===== config.mk =====
export PLATFORM = sky130hd
export DESIGN_NAME = ovr_i_supervisor_flat
export DESIGN_NICKNAME = d
export VERILOG_FILES = /design/src/rtl/ovr_i_supervisor_if.sv /design/src/rtl/ovr_i_supervisor.sv /design/src/flat_wrapper.sv
export SDC_FILE = /design/constraint.sdc
export NUM_CORES = 1
export LEC_CHECK = 0
export BUFFER_PORTS_ARGS = -buffer_cell sky130_fd_sc_hd__buf_2
export CAP_MARGIN = 10
export CORE_MARGIN = 2
export CORE_UTILIZATION = 50
export CTS_BUF_LIST = sky130_fd_sc_hd__clkbuf_4 sky130_fd_sc_hd__clkbuf_8 sky130_fd_sc_hd__clkbuf_16
export DETAILED_ROUTE_END_ITERATION = 10
export GPL_TIMING_DRIVEN = 0
export PLACE_DENSITY = 0.72
export RECOVER_POWER = 50
export SLEW_MARGIN = 10
export SYNTH_ARGS = -nofsm -noshare
export SYNTH_HDL_FRONTEND = slang
export SYNTH_SLANG_ARGS = --single-unit

===== constraint.sdc =====
create_clock -name clk -period 1.45 [get_ports clk]
set_input_delay 0.2175 -clock clk [delete_from_list [all_inputs] [get_ports clk]]
set_output_delay 0.2175 -clock clk [all_outputs]
set_load 0.02 [all_outputs]

===== src/rtl/ovr_i_supervisor_if.sv =====
// rtl/ovr_i_supervisor_if.sv - control/status bundle between the enable request, comparators and the supervisor
interface ovr_i_supervisor_if #(
  parameter int MAX_RETRY = 2
) ();
  logic                           PWM_sync;
  logic                           OVR_I_lft;
  logic                           OVR_I_rght;
  logic                           en_req;
  logic                           clr_fault;
  logic                           drv_en;
  logic                           OVR_I_shtdwn;
  logic                           fault_latched;
  logic [$clog2(MAX_RETRY+1)-1:0] retry_cnt;

  modport master (
    output PWM_sync, OVR_I_lft, OVR_I_rght, en_req, clr_fault,
    input  drv_en, OVR_I_shtdwn, fault_latched, retry_cnt
  );

  modport slave (
    input  PWM_sync, OVR_I_lft, OVR_I_rght, en_req, clr_fault,
    output drv_en, OVR_I_shtdwn, fault_latched, retry_cnt
  );
endinterface


===== src/rtl/ovr_i_supervisor.sv =====
// rtl/ovr_i_supervisor.sv - over-current qualifier and enable sequencer; OVR_I_RETRY_EN adds cool-down/retry
module ovr_i_supervisor #(
  parameter int BLANK_CYC     = 32,
  parameter int FAULT_LIMIT   = 4,
  parameter int RETRY_PERIODS = 8,
  parameter int MAX_RETRY     = 2
) (
  input  logic             clk,
  input  logic             rst_n,
  ovr_i_supervisor_if.slave bus
);

  localparam int BW = $clog2(BLANK_CYC + 1);
  localparam int FW = $clog2(FAULT_LIMIT + 1);
  localparam int RW = $clog2(MAX_RETRY + 1);

  localparam logic [BW-1:0] BLANK_MAX = BW'(BLANK_CYC);
  localparam logic [FW-1:0] FLT_MAX   = FW'(FAULT_LIMIT);

  localparam logic [1:0] ST_IDLE    = 2'd0;
  localparam logic [1:0] ST_RUN     = 2'd1;
  localparam logic [1:0] ST_LATCHED = 2'd2;

  logic [1:0]    state_q, state_d;
  logic [BW-1:0] blank_q, blank_d, blank_inc;
  logic [FW-1:0] flt_q, flt_d, flt_inc;
  logic          prd_q, prd_d;
  logic          drv_q, sht_q, lat_q;
  logic          qual, shut;

`ifdef OVR_I_RETRY_EN
  localparam int CW = $clog2(RETRY_PERIODS + 1);
  localparam logic [CW-1:0] COOL_MAX  = CW'(RETRY_PERIODS);
  localparam logic [RW-1:0] RETRY_MAX = RW'(MAX_RETRY);
  localparam logic [1:0]    ST_COOL   = 2'd3;

  logic [CW-1:0] cool_q, cool_d, cool_inc;
  logic [RW-1:0] retry_q, retry_d, retry_inc;

  assign cool_inc  = (cool_q == COOL_MAX) ? cool_q : cool_q + CW'(1);
  assign retry_inc = (retry_q == RETRY_MAX) ? retry_q : retry_q + RW'(1);
`else
  logic unused_cfg;
  assign unused_cfg = (RETRY_PERIODS != 0);
`endif

  assign blank_inc = (blank_q == BLANK_MAX) ? blank_q : blank_q + BW'(1);
  assign flt_inc   = (flt_q == FLT_MAX) ? flt_q : flt_q + FW'(1);

  // The sync cycle itself is always blanked, whatever the counter says.
  assign qual = (bus.OVR_I_lft | bus.OVR_I_rght) && (blank_q == BLANK_MAX) && !bus.PWM_sync;
  assign shut = bus.PWM_sync && prd_q && (flt_inc == FLT_MAX);

  always_comb begin
    state_d = state_q;
    blank_d = blank_q;
    flt_d   = flt_q;
    prd_d   = prd_q;
`ifdef OVR_I_RETRY_EN
    cool_d  = cool_q;
    retry_d = retry_q;
`endif
    case (state_q)
      ST_IDLE: begin
        blank_d = '0;
        flt_d   = '0;
        prd_d   = 1'b0;
        if (bus.en_req) state_d = ST_RUN;
      end
      ST_RUN: begin
        blank_d = bus.PWM_sync ? '0 : blank_inc;
        if (bus.PWM_sync) begin
          prd_d = 1'b0;
          flt_d = prd_q ? flt_inc : '0;
        end else begin
          prd_d = prd_q | qual;
        end
        // Shutdown outranks a simultaneous drop of en_req.
        if (shut) begin
`ifdef OVR_I_RETRY_EN
          state_d = (retry_q == RETRY_MAX) ? ST_LATCHED : ST_COOL;
          cool_d  = '0;
`else
          state_d = ST_LATCHED;
`endif
        end else if (!bus.en_req) begin
          state_d = ST_IDLE;
`ifdef OVR_I_RETRY_EN
          retry_d = '0;
`endif
        end
      end
`ifdef OVR_I_RETRY_EN
      ST_COOL: begin
        if (!bus.en_req) begin
          state_d = ST_IDLE;
          retry_d = '0;
        end else if (bus.PWM_sync) begin
          if (cool_inc == COOL_MAX) begin
            state_d = ST_RUN;
            retry_d = retry_inc;
            blank_d = '0;
            flt_d   = '0;
            prd_d   = 1'b0;
            cool_d  = '0;
          end else begin
            cool_d = cool_inc;
          end
        end
      end
`endif
      ST_LATCHED: begin
        if (bus.clr_fault) begin
          state_d = ST_IDLE;
`ifdef OVR_I_RETRY_EN
          retry_d = '0;
`endif
        end
      end
      default: state_d = ST_IDLE;
    endcase
  end

  always_ff @(posedge clk) begin
    if (!rst_n) begin
      state_q <= ST_IDLE;
      blank_q <= '0;
      flt_q   <= '0;
      prd_q   <= 1'b0;
      drv_q   <= 1'b0;
      sht_q   <= 1'b0;
      lat_q   <= 1'b0;
`ifdef OVR_I_RETRY_EN
      cool_q  <= '0;
      retry_q <= '0;
`endif
    end else begin
      state_q <= state_d;
      blank_q <= blank_d;
      flt_q   <= flt_d;
      prd_q   <= prd_d;
      drv_q   <= (state_d == ST_RUN);
      lat_q   <= (state_d == ST_LATCHED);
`ifdef OVR_I_RETRY_EN
      sht_q   <= (state_d == ST_LATCHED) || (state_d == ST_COOL);
      cool_q  <= cool_d;
      retry_q <= retry_d;
`else
      sht_q   <= (state_d == ST_LATCHED);
`endif
    end
  end

  assign bus.drv_en        = drv_q;
  assign bus.OVR_I_shtdwn  = sht_q;
  assign bus.fault_latched = lat_q;
`ifdef OVR_I_RETRY_EN
  assign bus.retry_cnt     = retry_q;
`else
  assign bus.retry_cnt     = '0;
`endif

endmodule


===== src/flat_wrapper.sv =====
// flat-port wrapper written by rule: the top's interface ports become plain ports
module ovr_i_supervisor_flat 
#(
  parameter int BLANK_CYC     = 32,
  parameter int FAULT_LIMIT   = 4,
  parameter int RETRY_PERIODS = 8,
  parameter int MAX_RETRY     = 2
)
  (clk, rst_n, bus_PWM_sync, bus_OVR_I_lft, bus_OVR_I_rght, bus_en_req, bus_clr_fault, bus_drv_en, bus_OVR_I_shtdwn, bus_fault_latched, bus_retry_cnt);
  ovr_i_supervisor_if #(.MAX_RETRY(MAX_RETRY)) bus_i ();
  input  logic clk;
  input  logic rst_n;
  input wire logic [$bits(bus_i.PWM_sync)-1:0] bus_PWM_sync;
  input wire logic [$bits(bus_i.OVR_I_lft)-1:0] bus_OVR_I_lft;
  input wire logic [$bits(bus_i.OVR_I_rght)-1:0] bus_OVR_I_rght;
  input wire logic [$bits(bus_i.en_req)-1:0] bus_en_req;
  input wire logic [$bits(bus_i.clr_fault)-1:0] bus_clr_fault;
  output wire logic [$bits(bus_i.drv_en)-1:0] bus_drv_en;
  output wire logic [$bits(bus_i.OVR_I_shtdwn)-1:0] bus_OVR_I_shtdwn;
  output wire logic [$bits(bus_i.fault_latched)-1:0] bus_fault_latched;
  output wire logic [$bits(bus_i.retry_cnt)-1:0] bus_retry_cnt;
  assign bus_i.PWM_sync = bus_PWM_sync;
  assign bus_i.OVR_I_lft = bus_OVR_I_lft;
  assign bus_i.OVR_I_rght = bus_OVR_I_rght;
  assign bus_i.en_req = bus_en_req;
  assign bus_i.clr_fault = bus_clr_fault;
  assign bus_drv_en = bus_i.drv_en;
  assign bus_OVR_I_shtdwn = bus_i.OVR_I_shtdwn;
  assign bus_fault_latched = bus_i.fault_latched;
  assign bus_retry_cnt = bus_i.retry_cnt;
  ovr_i_supervisor #(.BLANK_CYC(BLANK_CYC), .FAULT_LIMIT(FAULT_LIMIT), .RETRY_PERIODS(RETRY_PERIODS), .MAX_RETRY(MAX_RETRY)) u_core (.clk(clk), .rst_n(rst_n), .bus(bus_i));
endmodule

==> run_results.csv <==
group,metric,value,unit
outcome,outcome,"finished, final reports clean",
synth,yosys_warnings,0,
clock_tree,cts-root-buf,"clkbuf_4",
sta,rsz0062_at_grt,"false",
synth,synth_ff_type,"dfxtp_1",
finish,mostFrequentLayoutCells,"dfxtp_1 (13), buf_2 (8), nand2_1 (8), inv_1 (6), a21oi_1 (6)",
worst_setup_path,cp.required,1.68,ns
clock_tree,cts_buffers,3,
worst_hold_path,min_path_type,"input pin to flop",
synth,syn_area,754.5,um^2
die,rows,14,
die,die-area,1836,um^2
power_and_ir_drop,vdd_ir_drop_max,505.5,uV
routing,vias_per_cell,5.655,
routing,wl_per_cell,12.13,um
synth,synth_top_family_by_area,"simple AND/OR/NAND/NOR gates",
power_and_ir_drop,total_power,651.5,uW
sta,period_minus_slack,1.355,ns
clock_tree,tritoncts,"built",
synth,postSynthCellCount,84,
global_route,grt_pass1_vias,571,
global_route,grt_pass1_wl,2415,um
finish,syn_to_final_growth,12.44,%
synth,synth_compound_area_share,21.23,%
synth,synth_edf_count,0,
die,coreArea,1454,um^2
global_route,antenna_found_initial,0,
sta,clock.fmax,0.7381,GHz
clock_tree,clkSinkCount,14,
synth,ys_types,32,
clock_tree,clk_pin_slew,0.08,ns
synth,synth-xor-area-share,2.322,%
placed_design,place.gp.congestion,0.7482,
routing,ant_nets,0,
finish,final_common_cell,"dfxtp_1",
global_route,grt.overflow.total,0,
routing,wirelength,1371,um
sta,fin_crit_sh,93.44,%
global_route,grt_usage,17.52,%
sta,hold_viol,0,
sta,setup-violations-final,0,
worst_setup_path,slowest_stage,"dfxtp_4",
worst_setup_path,critical_path_class,"flop to flop",
worst_setup_path,cp_cell_sequence,"inv_1 -> ha_1 -> nand2b_1 -> o211ai_1 -> buf_4 -> a31o_1",
placed_design,place_inst,109,
finish,final_cells,113,
synth,synth-simple-area-share,22.72,%
worst_setup_path,critical_path.max_stage_delay,0.38,ns
synth,yosys.area.top_type_share,37.15,%
finish,final_util,58.35,%
placed_design,dp_hpwl,1020,um
routing,drc_errors,0,
synth,synth-adder-area-share,6.633,%
clock_tree,ctsHtreeMaxLevel,1,
finish,diodes,0,
power_and_ir_drop,leakage,0.0003371,uW
placed_design,io_buffers,8,
routing,vias,639,
synth,synth_seq_cells,14,
run,maxCapViolCount,0,
worst_setup_path,critPathCaptureType,"flop",
synth,avgSynthCellArea,8.982,um^2
synth,synth_area_leader_cell,"dfxtp_1",
global_route,grt_max_degree,11,
worst_setup_path,cp_top_family,"flip-flops",
die,ios,12,
die,start_util,51.89,%
sta,slew_viol_final,0,
die,chipHeight,42.85,um
routing,drtIter0Drc,13,
clock_tree,cts.path.max_buffers,2,
sta,fin_worst_skew,0.002715,ns
placed_design,pre_cts_slack,0.01938,ns
clock_tree,clk_latency,0.28,ns
die,die_x,42.85,um
synth,synth.yosys.seq_area_share,37.15,%
worst_setup_path,crit_buf_inv,2,
finish,layout-drive-gt1-share,21.65,%
synth,async_flop_share,0,%
finish,fin_nets,110,
synth,synth_area_leaders,"dfxtp_1 (37%), ha_1 (6.6%), a21oi_1 (4.0%)",
synth,synthMuxAreaShare,0,%
sta,final.setup.worst_slack,0.09512,ns
routing,firstDrtPassIters,4,
worst_setup_path,crit_arrival,1.58,ns
sta,setup_tns,0,ns
worst_setup_path,cp-start-kind,"flop",
worst_setup_path,critPathMaxFanout,6,
power_and_ir_drop,cellPowerDensity,768.0,nW/um^2
==> worst paths after layout <==
kind,from,to,slack (ns),cells past startpoint
worst min-delay path,bus_en_req,u_core.bus.drv_en,0.17,3
worst max register to register,u_core.flt_q[0],u_core.bus.OVR_I_shtdwn,0.1,6
worst max-delay path,u_core.flt_q[0],u_core.bus.OVR_I_shtdwn,0.1,6
worst min register to register,u_core.flt_q[0],u_core.flt_q[0],0.48,1
==> kinds of logic (layout without fill, tap and decap cells) <==
kind of cell	Yosys count	count (layout)
AO/OA/AOI/OAI	24	24
XOR/XNOR	2	2
adder cells (fa/ha/maj)	4	4
buffers and inverters	13	25
flip-flops	14	14
other	1	2
AND/OR/NAND/NOR	26	26
==> power breakdown <==
part | switching, uW | internal (uW)
registers | 2.88 | 386
clock network | 123 | 96.4
logic | 24.2 | 19.0
total | 150 | 501
==> worst reg2reg max path, cell delays in order (launching register included) <==
cell	delay [ns]
dfxtp_4	0.38
inv_1	0.05
ha_1	0.23
nand2b_1	0.17
o211ai_1	0.19
buf_4	0.16
a31o_1	0.14
==> state kept, by name (all words and copies together), names as in the netlist <==
name / count
u_core.flt_q: 3
u_core.bus.drv_en: 1
u_core.state_q: 2
u_core.blank_q: 6
u_core.bus.OVR_I_shtdwn: 1
u_core.prd_q: 1
==> layout make-up <==
class,count,area [um^2]
repair buffers,9,43.79
plain buffers,7,48.80
inverters,6,22.52
well taps,16,20.02
multi-input cells,58,406.6
clock buffers,3,22.52
flip-flops and latches,14,284.0
fillers,148,605.6
==> routing by layer <==
layer	track usage (%)	share of wire [%]
met1	23.10	47
met2	26.36	47
met3	2.553	4.0
met4	11.25	1.8
met5	0	0
==> cell usage after synthesis (3+ instances only) <==
cell type,number
a21oi_1,6
a31oi_1,3
buf_2,3
buf_4,3
dfxtp_1,14
ha_1,4
inv_1,6
nand2_1,8
nand2b_1,3
nor2_1,3
o22ai_1,3
==> repair_timing <==
item                                    in CTS  in global routing
resized for setup                            0                  2
endpoints found under the setup margin       1                  4
pin swaps                                    1                  1
hold buffers                                 0                  0
setup buffers                                1                  0
==> through the flow <==
| stage | hold slack [ns] | cell area (um^2) |
|---|---|---|
| floorplan | 0.3577 | 758.2 |
| global placement | 0.4625 | 818.3 |
| detailed placement | 0.4679 | 818.3 |
| finish | 0.1726 | 848.3 |
| CTS | 0.1650 | 848.3 |
| global route | 0.2044 | 848.3 |
No activity file was read; power rests on OpenSTA's default activity.
